## src/rtl/reg_file_pkg.sv

```systemverilog
// Shared constants and types for the register-file slice.
package reg_file_pkg;

  // Default geometry: the datapath's R0-R7 bank of 16-bit registers.
  localparam int unsigned REGF_WIDTH = 16;
  localparam int unsigned REGF_DEPTH = 8;

  // Index width needed to address `depth` registers.
  function automatic int unsigned addr_w(input int unsigned depth);
    return $clog2(depth);
  endfunction

  localparam int unsigned REGF_AW = addr_w(REGF_DEPTH);

  // Register index for the default 8-entry bank.
  typedef logic [REGF_AW-1:0] regf_addr_t;

endpackage

```

## src/rtl/reg_file_cell.sv

```systemverilog
// One storage register of the bank: synchronous reset beats load.
module reg_cell
  import reg_file_pkg::*;
#(
  parameter int unsigned WIDTH = REGF_WIDTH
) (
  input  logic             Clk,
  input  logic             Reset,
  input  logic             Load,
  input  logic [WIDTH-1:0] Din,
  output logic [WIDTH-1:0] Dout
);

  // Declaration initialiser gives a known power-up value in simulation and on FPGA load.
  logic [WIDTH-1:0] r_q = '0;

  // Reset has priority: a write in the reset cycle is discarded.
  always_ff @(posedge Clk) begin
    if (Reset)
      r_q <= '0;
    else if (Load)
      r_q <= Din;
  end

  assign Dout = r_q;

endmodule

```

## src/rtl/reg_file.sv

```systemverilog
// DEPTH x WIDTH register file: one synchronous write port, two independent
// read ports, optional write-to-read bypass and optional registered reads.
module reg_file
  import reg_file_pkg::*;
#(
  parameter  int unsigned WIDTH    = REGF_WIDTH,
  parameter  int unsigned DEPTH    = REGF_DEPTH,
  parameter  bit          BYPASS   = 1'b1,
  parameter  bit          REG_READ = 1'b0,
  localparam int unsigned AW       = addr_w(DEPTH)
) (
  input  logic             Clk,
  input  logic             Reset,
  input  logic             Load,
  input  logic [AW-1:0]    WrAddr,
  input  logic [WIDTH-1:0] WrData,
  input  logic [AW-1:0]    RdAddrA,
  input  logic [AW-1:0]    RdAddrB,
  output logic [WIDTH-1:0] RdDataA,
  output logic [WIDTH-1:0] RdDataB
);

  logic [WIDTH-1:0] w_mem [DEPTH];
  logic             w_wr_en;
  logic [WIDTH-1:0] w_sel_a;
  logic [WIDTH-1:0] w_sel_b;

  // A write only lands when reset is not asserted in the same cycle.
  always_comb begin
    w_wr_en = Load && !Reset;
  end

  // Storage: one cell per register, each enabled by its decoded write address.
  for (genvar gi = 0; gi < int'(DEPTH); gi++) begin : g_cell
    reg_cell #(
      .WIDTH (WIDTH)
    ) u_cell (
      .Clk   (Clk),
      .Reset (Reset),
      .Load  (Load && (WrAddr == AW'(gi))),
      .Din   (WrData),
      .Dout  (w_mem[gi])
    );
  end

  // Read selection with optional forwarding of the in-flight write data.
  always_comb begin
    w_sel_a = w_mem[RdAddrA];
    w_sel_b = w_mem[RdAddrB];
    if (BYPASS && w_wr_en && (RdAddrA == WrAddr))
      w_sel_a = WrData;
    if (BYPASS && w_wr_en && (RdAddrB == WrAddr))
      w_sel_b = WrData;
  end

  if (REG_READ) begin : g_reg_read
    logic [WIDTH-1:0] r_rd_a = '0;
    logic [WIDTH-1:0] r_rd_b = '0;

    // Capture the selected data each edge; reset forces both outputs to zero.
    always_ff @(posedge Clk) begin
      if (Reset) begin
        r_rd_a <= '0;
        r_rd_b <= '0;
      end else begin
        r_rd_a <= w_sel_a;
        r_rd_b <= w_sel_b;
      end
    end

    assign RdDataA = r_rd_a;
    assign RdDataB = r_rd_b;
  end else begin : g_comb_read
    assign RdDataA = w_sel_a;
    assign RdDataB = w_sel_b;
  end

endmodule

```

## config.mk

```make
export PLATFORM = sky130hd
export DESIGN_NAME = reg_file
export DESIGN_NICKNAME = d
export VERILOG_FILES = /design/src/rtl/reg_file_pkg.sv /design/src/rtl/reg_file_cell.sv /design/src/rtl/reg_file.sv
export SDC_FILE = /design/constraint.sdc
export NUM_CORES = 1
export LEC_CHECK = 0
export ABC_AREA = 1
export CAP_MARGIN = 40
export CELL_PAD_IN_SITES_DETAIL_PLACEMENT = 1
export CELL_PAD_IN_SITES_GLOBAL_PLACEMENT = 2
export CORE_MARGIN = 2
export CORE_UTILIZATION = 25
export DETAILED_ROUTE_END_ITERATION = 7
export PLACE_DENSITY_LB_ADDON = 0.1
export RECOVER_POWER = 50
export SYNTH_ARGS = -nofsm -noshare
export SYNTH_HDL_FRONTEND = slang
export SYNTH_SLANG_ARGS = --single-unit
```

## constraint.sdc

```tcl
create_clock -name Clk -period 1.11 [get_ports Clk]
set_input_delay 0.111 -clock Clk [delete_from_list [all_inputs] [get_ports Clk]]
set_output_delay 0.111 -clock Clk [all_outputs]
set_load 0.02 [all_outputs]
```

==> results.json <==
{
  "grt_pass1_vias": 9234,
  "layout-drive-gt1-share_pct": 57.1,
  "maxCapViolCount": 0,
  "start_util_pct": 25.5,
  "irDropWorstVdd_mv": 1.08,
  "hold_path_end": "g_cell[6].u_cell.Dout[1]",
  "setup_slack_ns": -0.417,
  "fmax_mhz": 655,
  "grt_usage_pct": 23.9,
  "grt_use_met3_pct": 3.13,
  "holdBufCountCts": 0,
  "numClockSinks": 128,
  "total_power_w": 0.0145,
  "ff2ff_path_depth": 5,
  "cts_max_level": 4,
  "p_seq_share_pct": 33.4,
  "antennaDiodeCount": 0,
  "crit_type": "in -> out",
  "powerDensity_mw_per_mm2": 1190,
  "sw_frac_of_total_pct": 32.3,
  "overflow": 0,
  "io_buffers": 59,
  "grt_pass1_wl_um": 56000,
  "core_mm2": 0.0297,
  "top_usage_layer": "met2",
  "clockPowerShare_pct": 42.1,
  "largest_reg_flops": 128,
  "reg2reg_to": "g_cell[4].u_cell.Dout[10]",
  "slew_violations": 0,
  "leakagePower_nw": 5.56,
  "required_ns": 1.00,
  "worstSkewPairLatency_ns": 0.44,
  "post-route-drc-count": 0,
  "synthCells": 1214,
  "reg2reg_setup_slack_ns": 0.09,
  "nNetsFinal": 1458,
  "drt_iter0_drc": 367,
  "cts_tree": "built",
  "core.rowCount": 63,
  "cp.arrival_ns": 1.42,
  "vias": 8897,
  "hold_class": "in -> reg",
  "io_pins": 60,
  "gp_congestion": 0.799,
  "drt_wl_total_um": 36500,
  "period_needed_ns": 1.53,
  "fillers": 3658,
  "clk_path_buf_depth": 2,
  "yosysSeqAreaShare_pct": 33.9,
  "critPathMaxFanout": 5,
  "slew_headroom_pct": 63.9,
  "hold_viol": 0,
  "period_share_pct": 138,
  "antenna_found_initial": 0,
  "crit_path_end_kind": "output port",
  "grt_max_degree": 57,
  "cp-start-kind": "primary input",
  "use_met1_pct": 32.2,
  "tightest_slew_ns": 0.542,
  "hold-worst-slack_ns": 0.272,
  "avgSynthCellArea_um2": 6.23,
  "failed_checks": "setup timing",
  "report.final.setup_viol": 32,
  "die_x_um": 178,
  "dp_hpwl_um": 23200,
  "cts_buffers": 17,
  "fin_skew_ns": 0,
  "p_int_w": 0.00983,
  "crit_start": "WrAddr[2]",
  "dieArea_mm2": 0.0317,
  "antenna_left": 0,
  "ff_latch_area_mm2": 0.00268,
  "vias_per_cell": 4.85,
  "synth_cell_types": 16,
  "dieHeight_um": 178,
  "first_pass_iters": 4,
  "switchingPower_w": 0.00469,
  "root_buffer": "clkbuf_16",
  "status": "finished with violations",
  "grt_use_met2_pct": 39.9,
  "whs_path_depth": 6,
  "ys_seq_elements": 128,
  "rsz0062_at_grt": "yes",
  "multi_input_area_mm2": 0.00510,
  "syn_to_final_growth_pct": 61.8,
  "synth_warnings": 0,
  "wire_per_inst_um": 19.9,
  "synth_area_mm2": 0.00757,
  "clk_pin_slew_worst_paths_ns": 0.06,
  "r2r_start": "g_cell[4].u_cell.Dout[10]",
  "p_comb_share_pct": 24.5,
  "syn_nets": 1242,
  "min-delay-start": "Load"
}
[worst max-delay path by stage]
stage,end,slack (ns),cells past startpoint
global route,RdDataA[11],-0.49,8
detailed placement,RdDataB[4],-1.23,10
floorplan,RdDataA[10],0.0002,9
CTS,RdDataA[11],-0.44,8
finish,RdDataB[4],-0.42,12
global placement,RdDataB[4],-1.19,10
[placed cells by master, fill, tap and decap left out, types with 4 or more instances in the layout]
cell and count:
nand2_2 105, nand3_1 53, buf_6 51, nor2_2 6
buf_12 23, clkdlybuf4s50_1 16, inv_1 10, inv_6 6
inv_2 128, nand3_2 167, dfxtp_1 37, clkinv_4 5
nand2_1 239, dfxtp_2 91, clkbuf_16 17, buf_2 5
nand3_4 4, nor2_1 133, buf_4 192, a211oi_1 128
nand2_4 4
[area by class of cell]
class                   instances  share of cell area [%]
repair inverters                1                  0.0715
clock buffers                  18                    3.50
multi-input cells             839                    41.7
inverters                     142                    4.50
flip-flops and latches        128                    21.9
repair buffers                301                    22.9
well taps                     390                    3.98
clock inverters                14                    1.48
[synth_stat cells]
master      n  area share [%]
dfxtp_1   128              34
nand3_1   224              15
a211oi_1  128              13
nor2_2      4            0.33
nor2_1    135             6.7
nand2_4     2            0.30
buf_6       2            0.30
buf_2      46             3.0
nand2_1   346              17
inv_4       3            0.25
buf_4      14             1.4
inv_2       5            0.25
buf_1       9            0.45
clkbuf_1   33             1.6
buf_8       1            0.20
inv_1     134             6.6
[worst max-delay path, cell delays in order]
cell             delay (ns)
clkdlybuf4s25_1        0.33
inv_1                  0.06
nand2_1                0.05
nand2_1                0.05
nor2_2                 0.12
nand2_4                0.10
inv_6                  0.09
buf_12                 0.11
buf_16                 0.12
nand2_1                0.06
nand2_2                0.08
buf_6                  0.12
[per-layer routing]
layer	routed length, µm	vias up
met2	17000	143
met4	679	0
met5	0	-
met3	1380	38
li1	-	4354
met1	17500	4362
[power by group through the flow]
stage                     clock [W]  sequential (W)  combinational [W]
after floorplan                   0         0.00489            0.00154
after global placement            0         0.00490            0.00300
after detailed placement          0         0.00490            0.00302
after CTS                   0.00628         0.00483            0.00329
after global routing        0.00645         0.00486            0.00384
final                       0.00612         0.00485            0.00355
[through the flow]
stage	utilization, %	area (µm²)	worst slack [ns]	cells	setup TNS (ns)
after floorplan	-	7620	0.000173	1214	0
after global placement	33.6	9990	-1.19	1758	-103.27
after detailed placement	33.6	9990	-1.23	1758	-107.49
after CTS	38.3	11400	-0.445	1814	-12.17
after global routing	41.2	12200	-0.491	1833	-16.25
final	41.2	12200	-0.417	1833	-11.85
[cell families (layout without fill, tap and decap cells)]
kind of cell           after synthesis  count (layout)  synth area share, %
DFF                                128             128                 33.9
buffers and inverters              247             476                 14.2
AOI/OAI and AO/OA                  128             128                 12.7
and+or+nand+nor                    711             711                 39.3
[repair_timing]
item / CTS / global route
setup endpoints to repair: 159 / 106
pin swaps: 132 / 103
buffers inserted: 22 / 19
cloned: 2 / 0
resized for setup: 464 / 252
(Power assumes the default switching activity.)
